`config.mk`:
```
export PLATFORM = sky130hd
export DESIGN_NAME = bldc_commutator_multi_flat
export DESIGN_NICKNAME = d
export VERILOG_FILES = /design/src/rtl/bldc_commutator_multi_pkg.sv /design/src/rtl/bldc_commutator_multi_if.sv /design/src/rtl/bldc_commutator_multi_comm_ch.sv /design/src/rtl/bldc_commutator_multi.sv /design/src/flat_wrapper.sv
export SDC_FILE = /design/constraint.sdc
export NUM_CORES = 1
export LEC_CHECK = 0
export BUFFER_PORTS_ARGS = -buffer_cell sky130_fd_sc_hd__buf_2
export CAP_MARGIN = 20
export CORE_MARGIN = 1.5
export CORE_UTILIZATION = 52
export DETAILED_ROUTE_END_ITERATION = 7
export PLACE_DENSITY = 0.81
export SLEW_MARGIN = 0
export SYNTH_ARGS = -nofsm -noshare
export SYNTH_HDL_FRONTEND = slang
export SYNTH_SLANG_ARGS = --single-unit
```
`constraint.sdc`:
```
create_clock -name clk -period 2 [get_ports clk]
set_input_delay 0.3 -clock clk [delete_from_list [all_inputs] [get_ports clk]]
set_output_delay 0.3 -clock clk [all_outputs]
set_load 0.05 [all_outputs]
```
`src/rtl/bldc_commutator_multi_pkg.sv`:
```
// Shared gate encodings, invalid hall codes and the six-step commutation table.
// Latency: none (constants and pure functions only).
// Backpressure: none.
package bldc_pkg;

  localparam logic [1:0] G_OFF = 2'b00;
  localparam logic [1:0] G_HI  = 2'b10;
  localparam logic [1:0] G_LO  = 2'b01;

  localparam logic [2:0] H_BAD0 = 3'b000;
  localparam logic [2:0] H_BAD1 = 3'b111;

  typedef struct packed {
    logic [1:0] a;
    logic [1:0] b;
    logic [1:0] c;
  } phase_req_t;

  function automatic logic hall_valid(input logic [2:0] h);
    return (h != H_BAD0) && (h != H_BAD1);
  endfunction

  // Swapping hs/ls bits turns HI into LO and back; OFF is unchanged.
  function automatic logic [1:0] flip(input logic [1:0] g);
    return {g[0], g[1]};
  endfunction

  // Forward table drives the hi phase high and the lo phase low; reverse swaps them.
  function automatic phase_req_t six_step(input logic [2:0] h, input logic rev);
    phase_req_t r;
    case (h)
      3'b001:  r = '{a: G_HI,  b: G_LO,  c: G_OFF};
      3'b011:  r = '{a: G_HI,  b: G_OFF, c: G_LO };
      3'b010:  r = '{a: G_OFF, b: G_HI,  c: G_LO };
      3'b110:  r = '{a: G_LO,  b: G_HI,  c: G_OFF};
      3'b100:  r = '{a: G_LO,  b: G_OFF, c: G_HI };
      3'b101:  r = '{a: G_OFF, b: G_LO,  c: G_HI };
      default: r = '{a: G_OFF, b: G_OFF, c: G_OFF};
    endcase
    if (rev) begin
      r.a = flip(r.a);
      r.b = flip(r.b);
      r.c = flip(r.c);
    end
    return r;
  endfunction

endpackage

```
`src/rtl/bldc_commutator_multi_if.sv`:
```
// Bundles the per-channel control inputs and gate/status outputs of the commutator.
// Latency: none (wires only).
// Backpressure: none; all signals are level-sampled every cycle.
interface bldc_commutator_multi_if #(
  parameter int N_CH  = 2,
  parameter int PER_W = 20
);
  logic [N_CH-1:0]       en;
  logic [N_CH-1:0]       pwm;
  logic [N_CH-1:0]       dir;
  logic [N_CH-1:0]       brake;
  logic [N_CH-1:0]       fault_clr;
  logic [3*N_CH-1:0]     hall;
  logic [2*N_CH-1:0]     gate_a;
  logic [2*N_CH-1:0]     gate_b;
  logic [2*N_CH-1:0]     gate_c;
  logic [N_CH-1:0]       fault;
  logic [N_CH-1:0]       hall_ok;
  logic [PER_W*N_CH-1:0] hall_per;

  modport master (
    output en, pwm, dir, brake, fault_clr, hall,
    input  gate_a, gate_b, gate_c, fault, hall_ok, hall_per
  );

  modport slave (
    input  en, pwm, dir, brake, fault_clr, hall,
    output gate_a, gate_b, gate_c, fault, hall_ok, hall_per
  );
endinterface

```
`src/rtl/bldc_commutator_multi_comm_ch.sv`:
```
// One motor channel: hall sync+filter, sticky fault, six-step table, per-phase dead time.
// Latency: HALL_FILT+2 cycles hall edge to accepted code; 1 cycle request to gate, plus dead time.
// Backpressure: none. BLDC_HALL_PERIOD_EN builds the hall period counter, else hall_per is 0.
module bldc_comm_ch
  import bldc_pkg::*;
#(
  parameter int HALL_FILT = 4,
  parameter int DEAD_CYC  = 8,
  parameter int PER_W     = 20
) (
  input  logic             clk,
  input  logic             rst,
  input  logic             en,
  input  logic             pwm,
  input  logic             dir,
  input  logic             brake,
  input  logic             fault_clr,
  input  logic [2:0]       hall,
  output logic [1:0]       gate_a,
  output logic [1:0]       gate_b,
  output logic [1:0]       gate_c,
  output logic             fault,
  output logic             hall_ok,
  output logic [PER_W-1:0] hall_per
);

  localparam int FW = $clog2(HALL_FILT + 1);
  localparam int DW = $clog2(DEAD_CYC + 1);

  logic [2:0]    h_s1, h_s2, cand, code;
  logic [FW-1:0] fcnt, fcnt_nxt;
  logic          acc;
  phase_req_t    req;
  logic [1:0]    rq   [3];
  logic [1:0]    go   [3];
  logic [DW-1:0] offc [3];

  // Filter count including the current cycle; acceptance fires once per stable code.
  always_comb begin
    fcnt_nxt = fcnt;
    if (h_s2 != cand)                fcnt_nxt = FW'(1);
    else if (fcnt != FW'(HALL_FILT)) fcnt_nxt = fcnt + 1'b1;
    acc = (fcnt_nxt == FW'(HALL_FILT)) && ((h_s2 != cand) || (fcnt != FW'(HALL_FILT)));
  end

  // Synchroniser, filter, accepted code and sticky fault (a new invalid code beats fault_clr).
  always_ff @(posedge clk) begin
    if (rst) begin
      h_s1    <= '0;
      h_s2    <= '0;
      cand    <= '0;
      fcnt    <= '0;
      code    <= '0;
      hall_ok <= 1'b0;
      fault   <= 1'b0;
    end else begin
      h_s1 <= hall;
      h_s2 <= h_s1;
      cand <= h_s2;
      fcnt <= fcnt_nxt;
      if (acc) begin
        code    <= h_s2;
        hall_ok <= hall_valid(h_s2);
      end
      if (acc && !hall_valid(h_s2)) fault <= 1'b1;
      else if (fault_clr)           fault <= 1'b0;
    end
  end

  // Per-phase request in priority order: off conditions, brake, pwm gap, table.
  always_comb begin
    req = '{a: G_OFF, b: G_OFF, c: G_OFF};
    if (!en || fault || !hall_ok) req = '{a: G_OFF, b: G_OFF, c: G_OFF};
    else if (brake)               req = '{a: G_LO,  b: G_LO,  c: G_LO };
    else if (pwm)                 req = six_step(code, dir);
    rq[0] = req.a;
    rq[1] = req.b;
    rq[2] = req.c;
  end

  // Dead time: offc counts cycles the phase has been 00, including the current one.
  always_ff @(posedge clk) begin
    if (rst) begin
      for (int i = 0; i < 3; i++) begin
        go[i]   <= G_OFF;
        offc[i] <= '0;
      end
    end else begin
      for (int i = 0; i < 3; i++) begin
        if (rq[i] == G_OFF) begin
          go[i] <= G_OFF;
          if (go[i] != G_OFF)                offc[i] <= DW'(1);
          else if (offc[i] != DW'(DEAD_CYC)) offc[i] <= offc[i] + 1'b1;
        end else if (go[i] != G_OFF) begin
          if (rq[i] != go[i]) begin
            go[i]   <= G_OFF;
            offc[i] <= DW'(1);
          end
        end else if (offc[i] >= DW'(DEAD_CYC)) begin
          go[i] <= rq[i];
        end else begin
          offc[i] <= offc[i] + 1'b1;
        end
      end
    end
  end

  assign gate_a = go[0];
  assign gate_b = go[1];
  assign gate_c = go[2];

`ifdef BLDC_HALL_PERIOD_EN
  logic [PER_W-1:0] per_cnt, per_q;
  logic             chg;

  assign chg = acc && hall_valid(h_s2) && (h_s2 != code);

  // Period between accepted valid code changes; all-ones means stalled or unknown.
  always_ff @(posedge clk) begin
    if (rst) begin
      per_cnt <= '1;
      per_q   <= '1;
    end else if (acc && !hall_valid(h_s2)) begin
      per_cnt <= '1;
      per_q   <= '1;
    end else if (chg) begin
      per_q   <= (&per_cnt) ? per_cnt : per_cnt + 1'b1;
      per_cnt <= '0;
    end else if (!(&per_cnt)) begin
      per_cnt <= per_cnt + 1'b1;
    end
  end

  assign hall_per = per_q;
`else
  assign hall_per = '0;
`endif

endmodule

```
`src/rtl/bldc_commutator_multi.sv`:
```
// Multi-channel six-step BLDC commutator: N_CH independent bldc_comm_ch instances on flat buses.
// Latency: HALL_FILT+2 cycles hall to code, 1 cycle request to gate plus dead time.
// Backpressure: none. Optional hall period counter under BLDC_HALL_PERIOD_EN.
module bldc_commutator_multi #(
  parameter int N_CH      = 2,
  parameter int HALL_FILT = 4,
  parameter int DEAD_CYC  = 8,
  parameter int PER_W     = 20
) (
  input logic                    clk,
  input logic                    rst,
  bldc_commutator_multi_if.slave io
);

  // One channel per motor; each owns its slice of every bus.
  for (genvar g = 0; g < N_CH; g++) begin : g_ch
    bldc_comm_ch #(
      .HALL_FILT (HALL_FILT),
      .DEAD_CYC  (DEAD_CYC),
      .PER_W     (PER_W)
    ) u_ch (
      .clk       (clk),
      .rst       (rst),
      .en        (io.en[g]),
      .pwm       (io.pwm[g]),
      .dir       (io.dir[g]),
      .brake     (io.brake[g]),
      .fault_clr (io.fault_clr[g]),
      .hall      (io.hall[3*g +: 3]),
      .gate_a    (io.gate_a[2*g +: 2]),
      .gate_b    (io.gate_b[2*g +: 2]),
      .gate_c    (io.gate_c[2*g +: 2]),
      .fault     (io.fault[g]),
      .hall_ok   (io.hall_ok[g]),
      .hall_per  (io.hall_per[PER_W*g +: PER_W])
    );
  end

endmodule

```
`src/flat_wrapper.sv`:
```
// flat-port wrapper written by rule: the top's interface ports become plain ports
module bldc_commutator_multi_flat 
#(
  parameter int N_CH      = 2,
  parameter int HALL_FILT = 4,
  parameter int DEAD_CYC  = 8,
  parameter int PER_W     = 20
)
  (clk, rst, io_en, io_pwm, io_dir, io_brake, io_fault_clr, io_hall, io_gate_a, io_gate_b, io_gate_c, io_fault, io_hall_ok, io_hall_per);
  bldc_commutator_multi_if #(.N_CH(N_CH), .PER_W(PER_W)) io_i ();
  input logic clk;
  input logic rst;
  input wire logic [$bits(io_i.en)-1:0] io_en;
  input wire logic [$bits(io_i.pwm)-1:0] io_pwm;
  input wire logic [$bits(io_i.dir)-1:0] io_dir;
  input wire logic [$bits(io_i.brake)-1:0] io_brake;
  input wire logic [$bits(io_i.fault_clr)-1:0] io_fault_clr;
  input wire logic [$bits(io_i.hall)-1:0] io_hall;
  output wire logic [$bits(io_i.gate_a)-1:0] io_gate_a;
  output wire logic [$bits(io_i.gate_b)-1:0] io_gate_b;
  output wire logic [$bits(io_i.gate_c)-1:0] io_gate_c;
  output wire logic [$bits(io_i.fault)-1:0] io_fault;
  output wire logic [$bits(io_i.hall_ok)-1:0] io_hall_ok;
  output wire logic [$bits(io_i.hall_per)-1:0] io_hall_per;
  assign io_i.en = io_en;
  assign io_i.pwm = io_pwm;
  assign io_i.dir = io_dir;
  assign io_i.brake = io_brake;
  assign io_i.fault_clr = io_fault_clr;
  assign io_i.hall = io_hall;
  assign io_gate_a = io_i.gate_a;
  assign io_gate_b = io_i.gate_b;
  assign io_gate_c = io_i.gate_c;
  assign io_fault = io_i.fault;
  assign io_hall_ok = io_i.hall_ok;
  assign io_hall_per = io_i.hall_per;
  bldc_commutator_multi #(.N_CH(N_CH), .HALL_FILT(HALL_FILT), .DEAD_CYC(DEAD_CYC), .PER_W(PER_W)) u_core (.clk(clk), .rst(rst), .io(io_i));
endmodule
```
Word level (Yosys, flattened, before mapping):

Memory sizes are Yosys's and may differ from the RTL's.
Index checks and enable logic that the tools add are counted.

* register bits: 34
* RAM bits: 36
* input bits: 18
* output and inout bits: 56
* logic and storage cells: 364
* memories kept: 4

Memory list
* u_core.g_ch[0].u_ch.offc: words 3, bits a word 4, rd ports 3, clocked after memory_dff 0, wr ports 3, line bldc_commutator_multi_comm_ch.sv:36 `logic [DW-1:0] offc [3];`
* u_core.g_ch[1].u_ch.offc: words 3, bits a word 4, rd ports 3, clocked after memory_dff 0, wr ports 3, line bldc_commutator_multi_comm_ch.sv:36
* u_core.g_ch[0].u_ch.go: words 3, bits a word 2, rd ports 3, clocked after memory_dff 0, wr ports 3, line bldc_commutator_multi_comm_ch.sv:35 `logic [1:0] go [3];`
* u_core.g_ch[1].u_ch.go: words 3, bits a word 2, rd ports 3, clocked after memory_dff 0, wr ports 3, line bldc_commutator_multi_comm_ch.sv:35

* $add $sub $neg: 8
* magnitude comparators: 6
* eq/ne operators: 32
* muxes and demuxes: 224
* bitwise gates (word level): 42
* reductions and logical operators: 34

Operator list (number)
* $mux 1: 168
* $mux 4: 24
* $pmux 6 s6: 2
* $mux 6: 8
* $or 1x1->1: 42
* $mux 2: 18
* $add 4x1->4 const B: 6
* $eq 3x3->1 const B: 8
* $ge 4x4->1 const B: 6
* $ne 4x4->1 const B: 6
* $reduce_bool 2->1: 8
* $eq 3x2->1 const B: 4
* $logic_not 2->1: 6
* $mux 3: 4
* $ne 2x2->1: 6
* $ne 3x3->1 const B: 4
* $add 3x1->3 const B: 2
* $eq 3x1->1 const B: 2
* $logic_and 1x1->1: 6
* $logic_not 1->1: 6
* $logic_or 1x1->1: 6
* $ne 3x3->1: 2
* $reduce_bool 3->1: 2

Logic depth before layout (Yosys ltp):

Gate-level depths: netlist (run 1).

* word-level depth: 14
* mapped depth: 8
* depth with buffers taken out: 8

Modules after synthesis:

Synthesis (run 1) repeated with hierarchy kept, for this count alone.

* cells, all modules: 483
* area total of the unflattened synthesis: 4500.6 µm²

By module, submodules not included
* bldc_comm_ch at u_core.g_ch[0].u_ch: instances 1, cells an instance 247, area each 2270.9 µm², seq. area each 880.8 µm²
* bldc_comm_ch at u_core.g_ch[1].u_ch: instances 1, cells an instance 236, area each 2229.6 µm², seq. area each 880.8 µm²

Least setup slack after synthesis (run 1):

No wires, ideal clock.

* path type: register to register
* from: mem u_core.g_ch[0].u_ch.go[2][1]
* to: mem u_core.g_ch[0].u_ch.offc[2][0] (netlist bit), enable pin
* library setup time: 314 ps
* data arrival time: 1695 ps
* data required time: 1686 ps
* setup slack: -9 ps
* stages on the path, launching flop included: 5
* buffers on the path: 0
* period minus slack after synthesis: 2009 ps
* cells stage by stage: edfxtp_1 -> nor3_1 -> inv_1 -> o41a_1 -> nand3b_1

RTL lines (line)
* start, declared: bldc_commutator_multi_comm_ch.sv:35
* end, declared: bldc_commutator_multi_comm_ch.sv:36

==> reports/metrics.sh, run 1 <==
SYNTH.TOP_CELLS.BY_AREA='sky130_fd_sc_hd__edfxtp_1, sky130_fd_sc_hd__dfxtp_1, sky130_fd_sc_hd__buf_4'
PERIOD_NEEDED_NS=1.95
ROUTABILITYCONGESTION=0.831
RSZ0062_AT_GRT='true'
IO_BUFFER_COUNT=33
SLEW_HEADROOM_PCT=65.6
FINALPOWER_uW=3920
DRT-WIRELENGTH-PER-CELL_UM=13.6
RUN_STATUS='finished clean'
GRT_OVERFLOW_TOTAL=0
CLOCK_TREE.BUFFER_DEPTH=2
POSTSYNTHREGISTERBITS=70
GRT_USE_MET3_PCT=3.51
POST_SYNTH_NUM_CELL_TYPES=65
SEQ_AREA_FRAC_SYNTH_PCT=39.7
GLOBAL_ROUTE.USAGE.MET1_PCT=24.6
CLOCK_POWER_SHARE_PCT=26.7
GRT_MAX_DEGREE=57
POWER.SWITCHING_uW=1310
WORST-ENDPOINT-REQUIRED_NS=2.18
FINALINSTANCEAREA_UM2=4920
CTS_NUM_SINKS=70
N_ANTENNA_CELL=0
POWERDENSITY_nW_PER_UM2=797
COREAREA_UM2=8260
SYNTH_COMMONEST_CELLS='sky130_fd_sc_hd__nor2_1, sky130_fd_sc_hd__buf_4, sky130_fd_sc_hd__edfxtp_1'
BOUNDARYPINS=74
TRITONCTS='yes'
CLOCK-ROOT-BUFFER='sky130_fd_sc_hd__clkbuf_8'
NETLIST.TOP_CELL.BY_AREA='sky130_fd_sc_hd__edfxtp_1'
CTS.REPORTEDPATHS.CLKPINSLEW_NS=0.08
WORST_SKEW_PAIR_LATER_PIN_LATENCY_NS=0.35
YOSYS_WARNINGS=0
MIN_PERIOD_OVER_PERIOD_PCT=97.3
GRT_FIRST_PASS_WIRELENGTH_UM=13800
DRTITER0DRC=361
CLOCK_TREE.HTREE_LEVEL_COUNT=3
DESIGN.DIE.AREA_UM2=9090
NETSWITCHINGFRACTION_PCT=33.4
TIMING.HOLD.WORST.CLASS='in2reg'
SYNTHESIS.INSTANCES=472
REPORT.FINAL.HOLD_VIOL_COUNT=0
FINAL_SLEW_VIOL_COUNT=0
GRT_USE_MET2_PCT=31.6
SYNTHESIZED_AREA_PER_CELL_UM2=9.40
PATH_CLASS='reg2reg'
TIMING_LIMITED_MAXIMUM_FREQUENCY_MHz=514
CTS_MADE_BUFFERS=9
WORSTSETUPSTARTPOINTTYPE='flop'
POST-ROUTE-DRC-COUNT=0
P_SEQ_SHARE_PCT=49.4
FIRSTDRTPASSITERS=5
FP-ROW-COUNT=33
FLOORPLAN.DIE.WIDTH_UM=95.4
TIMING.HOLD.WS_NS=0.157
ROUTE.FINAL.WIRE_LENGTH_UM=8620
VIA_PER_INST=5.43
LAYOUT-DRIVE-GT1-SHARE_PCT=22.5
SYNTHMOSTINSTANTIATEDCELL='sky130_fd_sc_hd__nor2_1'
WORST_PIN_SLEW_NS=0.512
INITIAL_UTILIZATION_PCT=53.7
YOSYSTOPAREACELLSHARE_PCT=24.4
INTERNAL_POWER_uW=2610
YS_ASYNC_SR_FRACTION_PCT=0
P_COMB_SHARE_PCT=24.0
SYNTH_TOP_FLOP_CELL='sky130_fd_sc_hd__edfxtp_1'
CELLLEAKAGEPOWER_uW=0.00210
FIN_SETUP_TNS_NS=0
DPL.HPWL_UM=6250
FINAL-SETUP-VIOL-COUNT=0
SYNTH_ENABLE_FLOP_CELLS=36
PLACEDINSTANCEAREA_UM2=4670
WORSTPATHMAXFANOUT=9
SYNTHTOLAYOUTAREAGROWTH_PCT=11.0
GR-USAGE-ALL-LAYERS_PCT=19.3
FP.DIEH_UM=95.4
GLOBALROUTE.BUSIESTLAYER='met2'
SETUP.WORST_PATH.END_CLASS='flop'
SYN_AREA_UM2=4440
FINAL_ANTENNA_NET_COUNT=0
FIN_NETS=559
DETAILROUTE.VIA_COUNT=3446
CP.ARRIVAL_NS=2.13
GRT_ANTENNA_BEFORE_REPAIR=0
CLOCK-SKEW-FINAL_NS=0.0148
MAX_CAP_VIOLATIONS=0
FIRST_GLOBAL_VIAS=3093
VDD_DROP_MAX_uV=614
power groups by stage:
| stage | sequential, uW | combinational, uW | clock (uW) |
|---|---|---|---|
| finish | 1940 | 940 | 1050 |
| global route | 1970 | 1050 | 1120 |
| CTS | 1930 | 927 | 1060 |
| detailed placement | 1970 | 915 | 0 |
| global placement | 1940 | 875 | 0 |
| floorplan | 1920 | 805 | 0 |
through the flow:
step,setup WS [ns],cells,util [%]
2_1_floorplan,0.00982,511,-
3_3_place_gp,0.0535,617,56.5
3_5_place_dp,-0.0275,617,56.5
4_1_cts,0.0121,633,58.7
5_1_grt,-0.0520,635,59.6
6_report,0.0532,635,59.6
path summary, 6_finish.rpt:
path,startpoint,endpoint,slack (ns),cells after the start
setup reg to reg,u_core.g_ch[0].u_ch.code[2]$_SDFFE_PP0P_,u_core.g_ch[0].u_ch.offc[2][0]$_DFFE_PP_,0.05,7
setup / recovery,u_core.g_ch[0].u_ch.code[2]$_SDFFE_PP0P_,u_core.g_ch[0].u_ch.offc[2][0]$_DFFE_PP_,0.05,7
hold reg to reg,u_core.g_ch[1].u_ch.h_s1[1]$_SDFF_PP0_,u_core.g_ch[1].u_ch.h_s2[1]$_SDFF_PP0_,0.44,1
hold / removal,io_hall[4],u_core.g_ch[1].u_ch.h_s1[1]$_SDFF_PP0_,0.16,2
critical path, stage by stage (launching register included):
cell and delay (ns):
sky130_fd_sc_hd__dfxtp_1 0.37, sky130_fd_sc_hd__buf_4 0.16, sky130_fd_sc_hd__or3b_1 0.36, sky130_fd_sc_hd__a21oi_2 0.23, sky130_fd_sc_hd__o21ai_2 0.10, sky130_fd_sc_hd__and3_2 0.18, sky130_fd_sc_hd__a31o_2 0.24, sky130_fd_sc_hd__a22oi_1 0.13
kinds of logic after synthesis:
family,Yosys count,share of synthesized area (%)
AO/OA/AOI/OAI,66,10.5
XOR/XNOR,23,4.54
adder cells (fa/ha/maj),16,4.51
buffers and inverters,81,11.8
flip-flops,70,39.7
multiplexers,14,3.22
other,1,0.0845
AND/OR/NAND/NOR,201,25.7
metal layers:
metal	wire (um)	part of all wire, %
met2	4200	49
met3	607	7.0
met1	3690	43
met4	122	1.4
met5	0	0
placed cells by master, fill, tap and decap left out, types with 7 or more instances in the layout:
| cell type | count |
|---|---|
| sky130_fd_sc_hd__nand2_1 | 24 |
| sky130_fd_sc_hd__buf_4 | 30 |
| sky130_fd_sc_hd__nor3_1 | 18 |
| sky130_fd_sc_hd__nand3_1 | 17 |
| sky130_fd_sc_hd__clkbuf_8 | 10 |
| sky130_fd_sc_hd__nand2b_1 | 9 |
| sky130_fd_sc_hd__mux2i_1 | 12 |
| sky130_fd_sc_hd__nand3b_1 | 8 |
| sky130_fd_sc_hd__nor2b_1 | 26 |
| sky130_fd_sc_hd__nor2_1 | 49 |
| sky130_fd_sc_hd__xnor2_1 | 17 |
| sky130_fd_sc_hd__conb_1 | 40 |
| sky130_fd_sc_hd__dfxtp_1 | 29 |
| sky130_fd_sc_hd__a21oi_1 | 13 |
| sky130_fd_sc_hd__a31oi_1 | 7 |
| sky130_fd_sc_hd__and3_1 | 9 |
| sky130_fd_sc_hd__edfxtp_1 | 36 |
| sky130_fd_sc_hd__inv_1 | 20 |
| sky130_fd_sc_hd__o21ai_0 | 13 |
| sky130_fd_sc_hd__buf_2 | 33 |
| sky130_fd_sc_hd__ha_1 | 16 |
flip-flops by register name (all words and copies together) (netlist names):
| register | cells |
|---|---|
| u_core.g_ch.u_ch.offc | 24 |
| u_core.g_ch.u_ch.go | 12 |
| u_core.g_ch.u_ch.cand | 6 |
| u_core.g_ch.u_ch.code | 6 |
| u_core.g_ch.u_ch.fcnt | 6 |
| u_core.g_ch.u_ch.h_s1 | 6 |
| u_core.g_ch.u_ch.h_s2 | 6 |
| u_core.g_ch.u_ch.fault | 2 |
| u_core.g_ch.u_ch.hall_ok | 2 |
cell type report:
cell class              count  area (um^2)
clock buffers              10          138
clock inverters             6         41.3
fillers                   720         3340
inverters                  20         75.1
multi-input cells         360         2360
flip-flops and latches     70         1770
well taps                 105          131
repair buffers             64          410
repair_timing:
item,in CTS,in global routing
setup buffers,0,2
gates resized for setup,2,20
setup endpoints to repair,7,32
hold buffers,0,0
pin swaps,0,1
(Power assumes the default switching activity.)
==> run 2: changes to the inputs <==
- ABC_AREA: unset -> 1
- CORE_UTILIZATION: 52 -> 51
- PLACE_DENSITY: 0.81 -> 0.79
- SYNTH_HIERARCHICAL: unset -> 1
==> reports/metrics.sh, run 2 <==
CP.ARRIVAL_NS=1.86  # was 2.13 ns
GRT_ANTENNA_BEFORE_REPAIR=0  # unchanged
REG_TOP3='u_core/g_ch.u_ch/offc (24), u_core/g_ch.u_ch/go (12)'  # was u_core.g_ch.u_ch.offc (24), u_core.g_ch.u_ch.go (12)
FINAL_SLEW_VIOL_COUNT=0  # unchanged
SYNTHESIS.INSTANCES=562  # was 472
VIA_PER_INST=4.87  # was 5.43
SYN_AREA_UM2=4310  # was 4440 um^2
WORST_PATH_LARGEST_CELL_DELAY_NS=0.37  # about the same
CELLLEAKAGEPOWER_uW=0.00227  # was 0.00210 uW
FIRSTDRTPASSITERS=4  # was 5
PATH_CLASS='reg2reg'  # unchanged
ROUTABILITYCONGESTION=0.837  # was 0.831
FP.DIEH_UM=95.0  # was 95.4 um
REPORT.FINAL.HOLD_VIOL_COUNT=0  # unchanged
SEQCELLAREA_UM2=1760  # was 1770 um^2
WORSTPATHMAXFANOUT=4  # was 9
FIN_SETUP_TNS_NS=0  # unchanged
FINAL-SETUP-VIOL-COUNT=0  # unchanged
FIN_NETS=637  # was 559
CRIT_SLOWEST_CELL='sky130_fd_sc_hd__dfxtp_1'  # unchanged
WORST_SKEW_PAIR_LATER_PIN_LATENCY_NS=0.34  # was 0.35 ns
FINAL_ANTENNA_NET_COUNT=0  # unchanged
WORSTSETUPSTARTPOINTTYPE='flop'  # unchanged
SYNTHESIZED_AREA_PER_CELL_UM2=7.67  # was 9.40 um^2
POSTSYNTHREGISTERBITS=70  # unchanged
FINALINSTANCEAREA_UM2=4660  # was 4920 um^2
ROUTE.FINAL.WIRE_LENGTH_UM=7920  # was 8620 um
TRITONCTS='yes'  # unchanged
REGISTERS.TOP_BY_FF_COUNT='u_core/g_ch.u_ch/offc'  # was u_core.g_ch.u_ch.offc
LAYOUT-DRIVE-GT1-SHARE_PCT=16.8  # was 22.5%
FLOORPLAN.DIE.WIDTH_UM=95.0  # was 95.4 um
CLOCK-ROOT-BUFFER='sky130_fd_sc_hd__clkbuf_8'  # unchanged
FP-ROW-COUNT=33  # unchanged
GRT_MAX_DEGREE=23  # was 57
SYNTHTOLAYOUTAREAGROWTH_PCT=8.09  # was 11.0%
CLOCK_TREE.BUFFER_DEPTH=2  # unchanged
SYNTH_ENABLE_FLOP_CELLS=36  # unchanged
P_SEQ_SHARE_PCT=49.3  # was 49.4%
WORST-ENDPOINT-REQUIRED_NS=2.04  # was 2.18 ns
CTS_MADE_BUFFERS=9  # unchanged
SYNTHMOSTINSTANTIATEDCELL='sky130_fd_sc_hd__nand2_1'  # was sky130_fd_sc_hd__nor2_1
CLOCK_POWER_SHARE_PCT=30.8  # was 26.7%
LAYOUT.CORE_UTILIZATION_PCT=56.7  # was 59.6%
MOST-COMMON-LAYOUT-CELLS='sky130_fd_sc_hd__nand2_1, sky130_fd_sc_hd__nor2_1, sky130_fd_sc_hd__inv_1, sky130_fd_sc_hd__conb_1, sky130_fd_sc_hd__edfxtp_1'  # was sky130_fd_sc_hd__nor2_1, sky130_fd_sc_hd__conb_1, sky130_fd_sc_hd__edfxtp_1, sky130_fd_sc_hd__buf_2, sky130_fd_sc_hd__buf_4
GRT_OVERFLOW_TOTAL=0  # unchanged
LARGEST_REG_FLOPS=24  # unchanged
DP_WORST_SETUP_SLACK_NS=0.111  # was -0.0275 ns
YOSYS_WARNINGS=6  # was 0
TIMING_LIMITED_MAXIMUM_FREQUENCY_MHz=550  # was 514 MHz
RUN_STATUS='finished clean'  # unchanged
YS_ASYNC_SR_FRACTION_PCT=0  # unchanged
SEQ_AREA_FRAC_SYNTH_PCT=40.8  # was 39.7%
N_ANTENNA_CELL=0  # unchanged
YOSYSTOPAREACELLSHARE_PCT=25.1  # was 24.4%
WORST_CASE_REGISTER_TO_REGISTER_SETUP_SLACK_NS=0.18  # was 0.05 ns
DPL.HPWL_UM=6160  # was 6250 um
PLACEDINSTANCEAREA_UM2=4460  # was 4670 um^2
DRTITER0DRC=117  # was 361
FINAL_COMMON_CELL='sky130_fd_sc_hd__nand2_1'  # was sky130_fd_sc_hd__nor2_1
CLOCK_TREE.HTREE_LEVEL_COUNT=3  # unchanged
DESIGN.DIE.AREA_UM2=9020  # was 9090 um^2
SYNTH_TOP_FLOP_CELL='sky130_fd_sc_hd__edfxtp_1'  # unchanged
POST-ROUTE-DRC-COUNT=0  # unchanged
INITIAL_UTILIZATION_PCT=52.5  # was 53.7%
GRT_FIRST_PASS_WIRELENGTH_UM=13400  # was 13800 um
INTERNAL_POWER_uW=2470  # was 2610 uW
GR-USAGE-ALL-LAYERS_PCT=19.0  # was 19.3%
NETSWITCHINGFRACTION_PCT=31.0  # was 33.4%
SYNTH_COMMONEST_CELLS='sky130_fd_sc_hd__nand2_1, sky130_fd_sc_hd__nor2_1, sky130_fd_sc_hd__inv_1'  # was sky130_fd_sc_hd__nor2_1, sky130_fd_sc_hd__buf_4, sky130_fd_sc_hd__edfxtp_1
VDD_DROP_MAX_uV=563  # was 614 uV
POST_SYNTH_NUM_CELL_TYPES=38  # was 65
DETAILROUTE.VIA_COUNT=3472  # was 3446
CTS_NUM_SINKS=70  # unchanged
IO_BUFFER_COUNT=33  # unchanged
TIMING.HOLD.WORST.CLASS='in2reg'  # unchanged
BOUNDARYPINS=74  # unchanged
P_COMB_SHARE_PCT=19.9  # was 24.0%
CLOCK-SKEW-FINAL_NS=0.00523  # was 0.0148 ns
MAX_CAP_VIOLATIONS=0  # unchanged
MIN_PERIOD_OVER_PERIOD_PCT=90.9  # was 97.3%
FIRST_GLOBAL_VIAS=3198  # was 3093
DRT-WIRELENGTH-PER-CELL_UM=11.1  # was 13.6 um
PERIOD_NEEDED_NS=1.82  # was 1.95 ns
SETUP.WORST_PATH.END_CLASS='flop'  # unchanged
COREAREA_UM2=8220  # was 8260 um^2
CTS.REPORTEDPATHS.CLKPINSLEW_NS=0.07  # was 0.08 ns
CP_COMMON_CELL='sky130_fd_sc_hd__nand2_1'
POSTLAYOUTSETUPSLACKWORST_NS=0.183  # was 0.0532 ns
MULTI_INPUT_COMB_AREA_UM2=2050  # was 2360 um^2
POWER.SWITCHING_uW=1110  # was 1310 uW
LAYOUT.FILLER_CELLS=770  # was 720
SYNTH.TOP_CELLS.BY_AREA='sky130_fd_sc_hd__edfxtp_1, sky130_fd_sc_hd__dfxtp_1, sky130_fd_sc_hd__nand2_1'  # was sky130_fd_sc_hd__edfxtp_1, sky130_fd_sc_hd__dfxtp_1, sky130_fd_sc_hd__buf_4
NETLIST.TOP_CELL.BY_AREA='sky130_fd_sc_hd__edfxtp_1'  # unchanged
CRITICAL_PATH.CELL_CHAIN='nand2_1, nor2_1, nand3_2, nor2_2, nor2_2, nand2_1, nand2_1, nor2_1, nand3_1'  # was buf_4, or3b_1, a21oi_2, o21ai_2, and3_2, a31o_2, a22oi_1
POWERDENSITY_nW_PER_UM2=770  # was 797 nW/um^2
RSZ0062_AT_GRT='false'  # was true
[run 2: final timing paths]
check | start | end | cells past startpoint
max reg2reg | u_core/g_ch[0].u_ch/hall_ok$_SDFFE_PP0P_ | u_core/g_ch[0].u_ch/offc[2][3]$_SDFFCE_PN0P_ | 9
min | io_hall[3] | u_core/g_ch[1].u_ch/h_s1[0]$_SDFF_PP0_ | 3
min reg2reg | u_core/g_ch[0].u_ch/h_s1[1]$_SDFF_PP0_ | u_core/g_ch[0].u_ch/h_s2[1]$_SDFF_PP0_ | 2
max | u_core/g_ch[0].u_ch/hall_ok$_SDFFE_PP0P_ | u_core/g_ch[0].u_ch/offc[2][3]$_SDFFCE_PN0P_ | 9
[run 2: logic make-up after synthesis]
kind of cell	Yosys count	share of synthesized area, %
AND/OR/NAND/NOR	272	29.2
XOR/XNOR	15	3.05
flip-flops	70	40.8
other	2	0.174
AO/OA/AOI/OAI	55	7.05
adder cells (fa/ha/maj)	16	4.64
buffers and inverters	132	15.1
[run 2: power by group through the flow]
stage          Sequential [uW]  Clock (uW)  Combinational [uW]
2_1_floorplan             1780           0                 641
3_3_place_gp              1790           0                 684
3_5_place_dp              1800           0                 712
4_1_cts                   1770        1140                 717
5_1_grt                   1790        1210                 810
6_report                  1770        1100                 714
[run 2: metal layers]
| layer | up-vias | wire length, um | track usage (%) |
|---|---|---|---|
| met5 | - | 0 | 0 |
| met4 | 0 | 57 | 5.85 |
| met3 | 8 | 433 | 5.88 |
| met2 | 73 | 3980 | 34.0 |
| met1 | 1605 | 3450 | 21.4 |
| li1 | 1786 | - | - |
[run 2: worst max-delay path: cells and delay by family, from the launching register on]
family / cells / cell delay, ns
DFF: 1 / 0.37
and+or+nand+nor: 9 / 1.15
[run 2: repair_timing]
item                                    4_1_cts  5_1_grt
hold buffers                                  0        0
setup buffers                                 0        0
endpoints found under the setup margin        0       11
gates resized for setup                       0        2
endpoints found under the hold margin         0        0
[run 2: through the flow]
stage | instances | total power [uW] | hold WS, ns
6_report | 713 | 3590 | 0.159
5_1_grt | 713 | 3800 | 0.144
4_1_cts | 713 | 3630 | 0.139
3_5_place_dp | 697 | 2510 | 0.393
3_3_place_gp | 697 | 2470 | 0.391
2_1_floorplan | 600 | 2430 | 0.388
[run 2: layout make-up]
cell class                      instances  area share, %
Multi-Input combinational cell        398           43.9
Sequential cell                        70           37.8
Inverter                               86           6.92
Timing Repair Buffer                   38           4.35
Clock buffer                           14           3.95
Tap cell                              105           2.82
Clock inverter                          2          0.242
==> run 3: changes to the inputs <==
- CAP_MARGIN: 20 -> 25
- REMOVE_ABC_BUFFERS: unset -> 1
==> reports/metrics.sh, run 3 (same netlist as run 2, synthesis figures left out) <==
CTS.REPORTEDPATHS.CLKPINSLEW_NS=0.08  # was 0.07 ns
CTSHOLDBUFFERS=0  # unchanged
CLOCK_TREE.BUFFER_DEPTH=2  # unchanged
DESIGN.DIE.AREA_UM2=9020  # unchanged
MOST-COMMON-LAYOUT-CELLS='sky130_fd_sc_hd__nand2_1, sky130_fd_sc_hd__nor2_1, sky130_fd_sc_hd__inv_1, sky130_fd_sc_hd__conb_1, sky130_fd_sc_hd__edfxtp_1'  # unchanged
WORST-ENDPOINT-REQUIRED_NS=2.03  # was 2.04 ns
FINAL-SETUP-VIOL-COUNT=0  # unchanged
FP-ROW-COUNT=33  # unchanged
REG2REG_TO='u_core/g_ch[1].u_ch/offc[2][1]$_SDFFCE_PN0P_'  # was u_core/g_ch[0].u_ch/offc[2][3]$_SDFFCE_PN0P_
BOUNDARYPINS=74  # unchanged
DRTITER0DRC=192  # was 117
MIN_PERIOD_OVER_PERIOD_PCT=90.0  # was 90.9%
FIRST_GLOBAL_VIAS=3175  # was 3198
CRIT_SLOWEST_CELL='sky130_fd_sc_hd__dfxtp_1'  # unchanged
TIMING_LIMITED_MAXIMUM_FREQUENCY_MHz=556  # was 550 MHz
REPORT.FINAL.HOLD_VIOL_COUNT=0  # unchanged
WORSTSETUPSTARTPOINTTYPE='flop'  # unchanged
SETUP.WORST_PATH.END_CLASS='flop'  # unchanged
MAX_CAP_VIOLATIONS=0  # unchanged
VIA_PER_INST=4.81  # was 4.87
DRT-WIRELENGTH-PER-CELL_UM=11.2  # was 11.1 um
PERIOD_NEEDED_NS=1.80  # was 1.82 ns
CTS_NUM_SINKS=70  # unchanged
FIRSTDRTPASSITERS=4  # unchanged
CTS_MADE_BUFFERS=9  # unchanged
R2R.WORST_PATH.CELLS=9  # unchanged
DETAILROUTE.VIA_COUNT=3432  # was 3472
CRITICAL_PATH.REG2REG.STARTPOINT='u_core/g_ch[1].u_ch/hall_ok$_SDFFE_PP0P_'  # was u_core/g_ch[0].u_ch/hall_ok$_SDFFE_PP0P_
FLOORPLAN.DIE.WIDTH_UM=95.0  # unchanged
DPL.HPWL_UM=6100  # was 6160 um
WORSTPATHMAXFANOUT=6  # was 4
WORST_CASE_REGISTER_TO_REGISTER_SETUP_SLACK_NS=0.20  # was 0.18 ns
ROUTE.FINAL.WIRE_LENGTH_UM=8000  # was 7920 um
POWERDENSITY_nW_PER_UM2=786  # was 770 nW/um^2
GRT_FIRST_PASS_WIRELENGTH_UM=13200  # was 13400 um
VDD_DROP_MAX_uV=437  # was 563 uV
TIMING.HOLD.WORST.CLASS='in2reg'  # unchanged
CRITICAL_PATH.CELL_CHAIN='nand2_1, nor2_4, nand3_2, nor2_1, nor2_1, nand2_1, nand2_1, inv_2, nand4_1'  # was nand2_1, nor2_1, nand3_2, nor2_2, nor2_2, nand2_1, nand2_1, nor2_1, nand3_1
CTSRESIZECOUNT=0  # unchanged
PATH_CLASS='reg2reg'  # unchanged
FIN_NETS=637  # unchanged
COREAREA_UM2=8220  # unchanged
FINAL_ANTENNA_NET_COUNT=0  # unchanged
LAYOUT.FILLER_CELLS=752  # was 770
TIMING.HOLD.WS_NS=0.140  # was 0.159 ns
POST-CTS-SETUP-BUFFER-COUNT=0  # unchanged
FIN_SETUP_TNS_NS=0  # unchanged
INITIAL_UTILIZATION_PCT=52.5  # unchanged
MIN-DELAY-START='io_hall[2]'  # was io_hall[3]
RUN_STATUS='finished clean'  # unchanged
LARGEST_REG_FLOPS=24  # unchanged
LAYOUT-DRIVE-GT1-SHARE_PCT=16.9  # was 16.8%
REGISTERS.TOP_BY_FF_COUNT='u_core/g_ch.u_ch/offc'  # unchanged
TIMING.HOLD.WORST_ENDPOINT='u_core/g_ch[0].u_ch/h_s1[2]$_SDFF_PP0_'  # was u_core/g_ch[1].u_ch/h_s1[0]$_SDFF_PP0_
CP_COMMON_CELL='sky130_fd_sc_hd__nand2_1'  # unchanged
ROUTABILITYCONGESTION=0.866  # was 0.837
GR-USAGE-ALL-LAYERS_PCT=18.7  # was 19.0%
FINAL_SLEW_VIOL_COUNT=0  # unchanged
N_ANTENNA_CELL=0  # unchanged
FP.DIEH_UM=95.0  # unchanged
GRT_MAX_DEGREE=18  # was 23
GRT_OVERFLOW_TOTAL=0  # unchanged
CLOCK-ROOT-BUFFER='sky130_fd_sc_hd__clkbuf_8'  # unchanged
FINAL_COMMON_CELL='sky130_fd_sc_hd__nand2_1'  # unchanged
RSZ0062_AT_GRT='false'  # unchanged
CLOCK-SKEW-FINAL_NS=0.00916  # was 0.00523 ns
TRITONCTS='yes'  # unchanged
REG_TOP3='u_core/g_ch.u_ch/offc (24), u_core/g_ch.u_ch/go (12)'  # unchanged
CELLLEAKAGEPOWER_uW=0.00227  # about the same
WHS_PATH_DEPTH=3  # unchanged
GRT_ANTENNA_BEFORE_REPAIR=0  # unchanged
CP.ARRIVAL_NS=1.83  # was 1.86 ns
WORST_SKEW_PAIR_LATER_PIN_LATENCY_NS=0.35  # was 0.34 ns
FINALNONFILLERCELLS=713  # unchanged
SYNTHTOLAYOUTAREAGROWTH_PCT=8.30  # was 8.09%
DPL.CELL_COUNT=697  # unchanged
IO_BUFFER_COUNT=33  # unchanged
WORST_PATH_LARGEST_CELL_DELAY_NS=0.39  # was 0.37 ns
CLOCK_TREE.HTREE_LEVEL_COUNT=3  # unchanged
POST-ROUTE-DRC-COUNT=0  # unchanged
run 3: critical path: cells and delay by family, from the launching register on:
kind                   cells  cell delay, ns
DFF                        1            0.39
buffers and inverters      1            0.09
and+or+nand+nor            8            1.00
run 3: per-layer routing:
| layer | vias to the layer above | wire length, um | GRT usage [%] |
|---|---|---|---|
| li1 | 1794 | - | - |
| met1 | 1557 | 3580 | 21.5 |
| met2 | 72 | 3970 | 32.5 |
| met3 | 9 | 317 | 3.30 |
| met4 | 0 | 125 | 10.4 |
| met5 | - | 0 | 0 |
run 3: how the worst max path moves through the flow:
stage | start | end | cells after the start
final | u_core/g_ch[1].u_ch/hall_ok$_SDFFE_PP0P_ | u_core/g_ch[1].u_ch/offc[2][1]$_SDFFCE_PN0P_ | 9
after global routing | u_core/g_ch[0].u_ch/hall_ok$_SDFFE_PP0P_ | u_core/g_ch[0].u_ch/offc[1][0]$_SDFFCE_PN0P_ | 11
after floorplan | u_core/g_ch[1].u_ch/hall_ok$_SDFFE_PP0P_ | u_core/g_ch[1].u_ch/offc[1][0]$_SDFFCE_PN0P_ | 8
after detailed placement | rst | u_core/g_ch[1].u_ch/offc[2][2]$_SDFFCE_PN0P_ | 8
after global placement | io_en[0] | u_core/g_ch[0].u_ch/offc[2][3]$_SDFFCE_PN0P_ | 11
after CTS | u_core/g_ch[0].u_ch/hall_ok$_SDFFE_PP0P_ | u_core/g_ch[0].u_ch/offc[1][0]$_SDFFCE_PN0P_ | 11
run 3: through the flow:
step	util [%]	total power (uW)	cell area, um^2	worst slack [ns]
after floorplan	-	2350	4130	0.0365
after global placement	54.3	2480	4460	0.227
after detailed placement	54.3	2510	4460	0.164
after CTS	56.8	3690	4670	0.172
after global routing	56.8	3860	4670	0.00197
final	56.8	3670	4670	0.201
run 3: power by group:
| part | internal, uW | switching, uW |
|---|---|---|
| clock | 593 | 590 |
| combinational | 219 | 498 |
| sequential | 1660 | 112 |
| total | 2470 | 1200 |
run 3: final cells by class:
type                       count  area, um^2  share of cell area (%)
inverter                      86         323                    6.91
clock buffer                   9         124                    2.65
sequential                    70        1760                    37.7
timing repair buffer          38         203                    4.34
tap                          105         131                    2.81
clock inverter                 7        81.3                    1.74
multi-input combinational    398        2050                    43.8
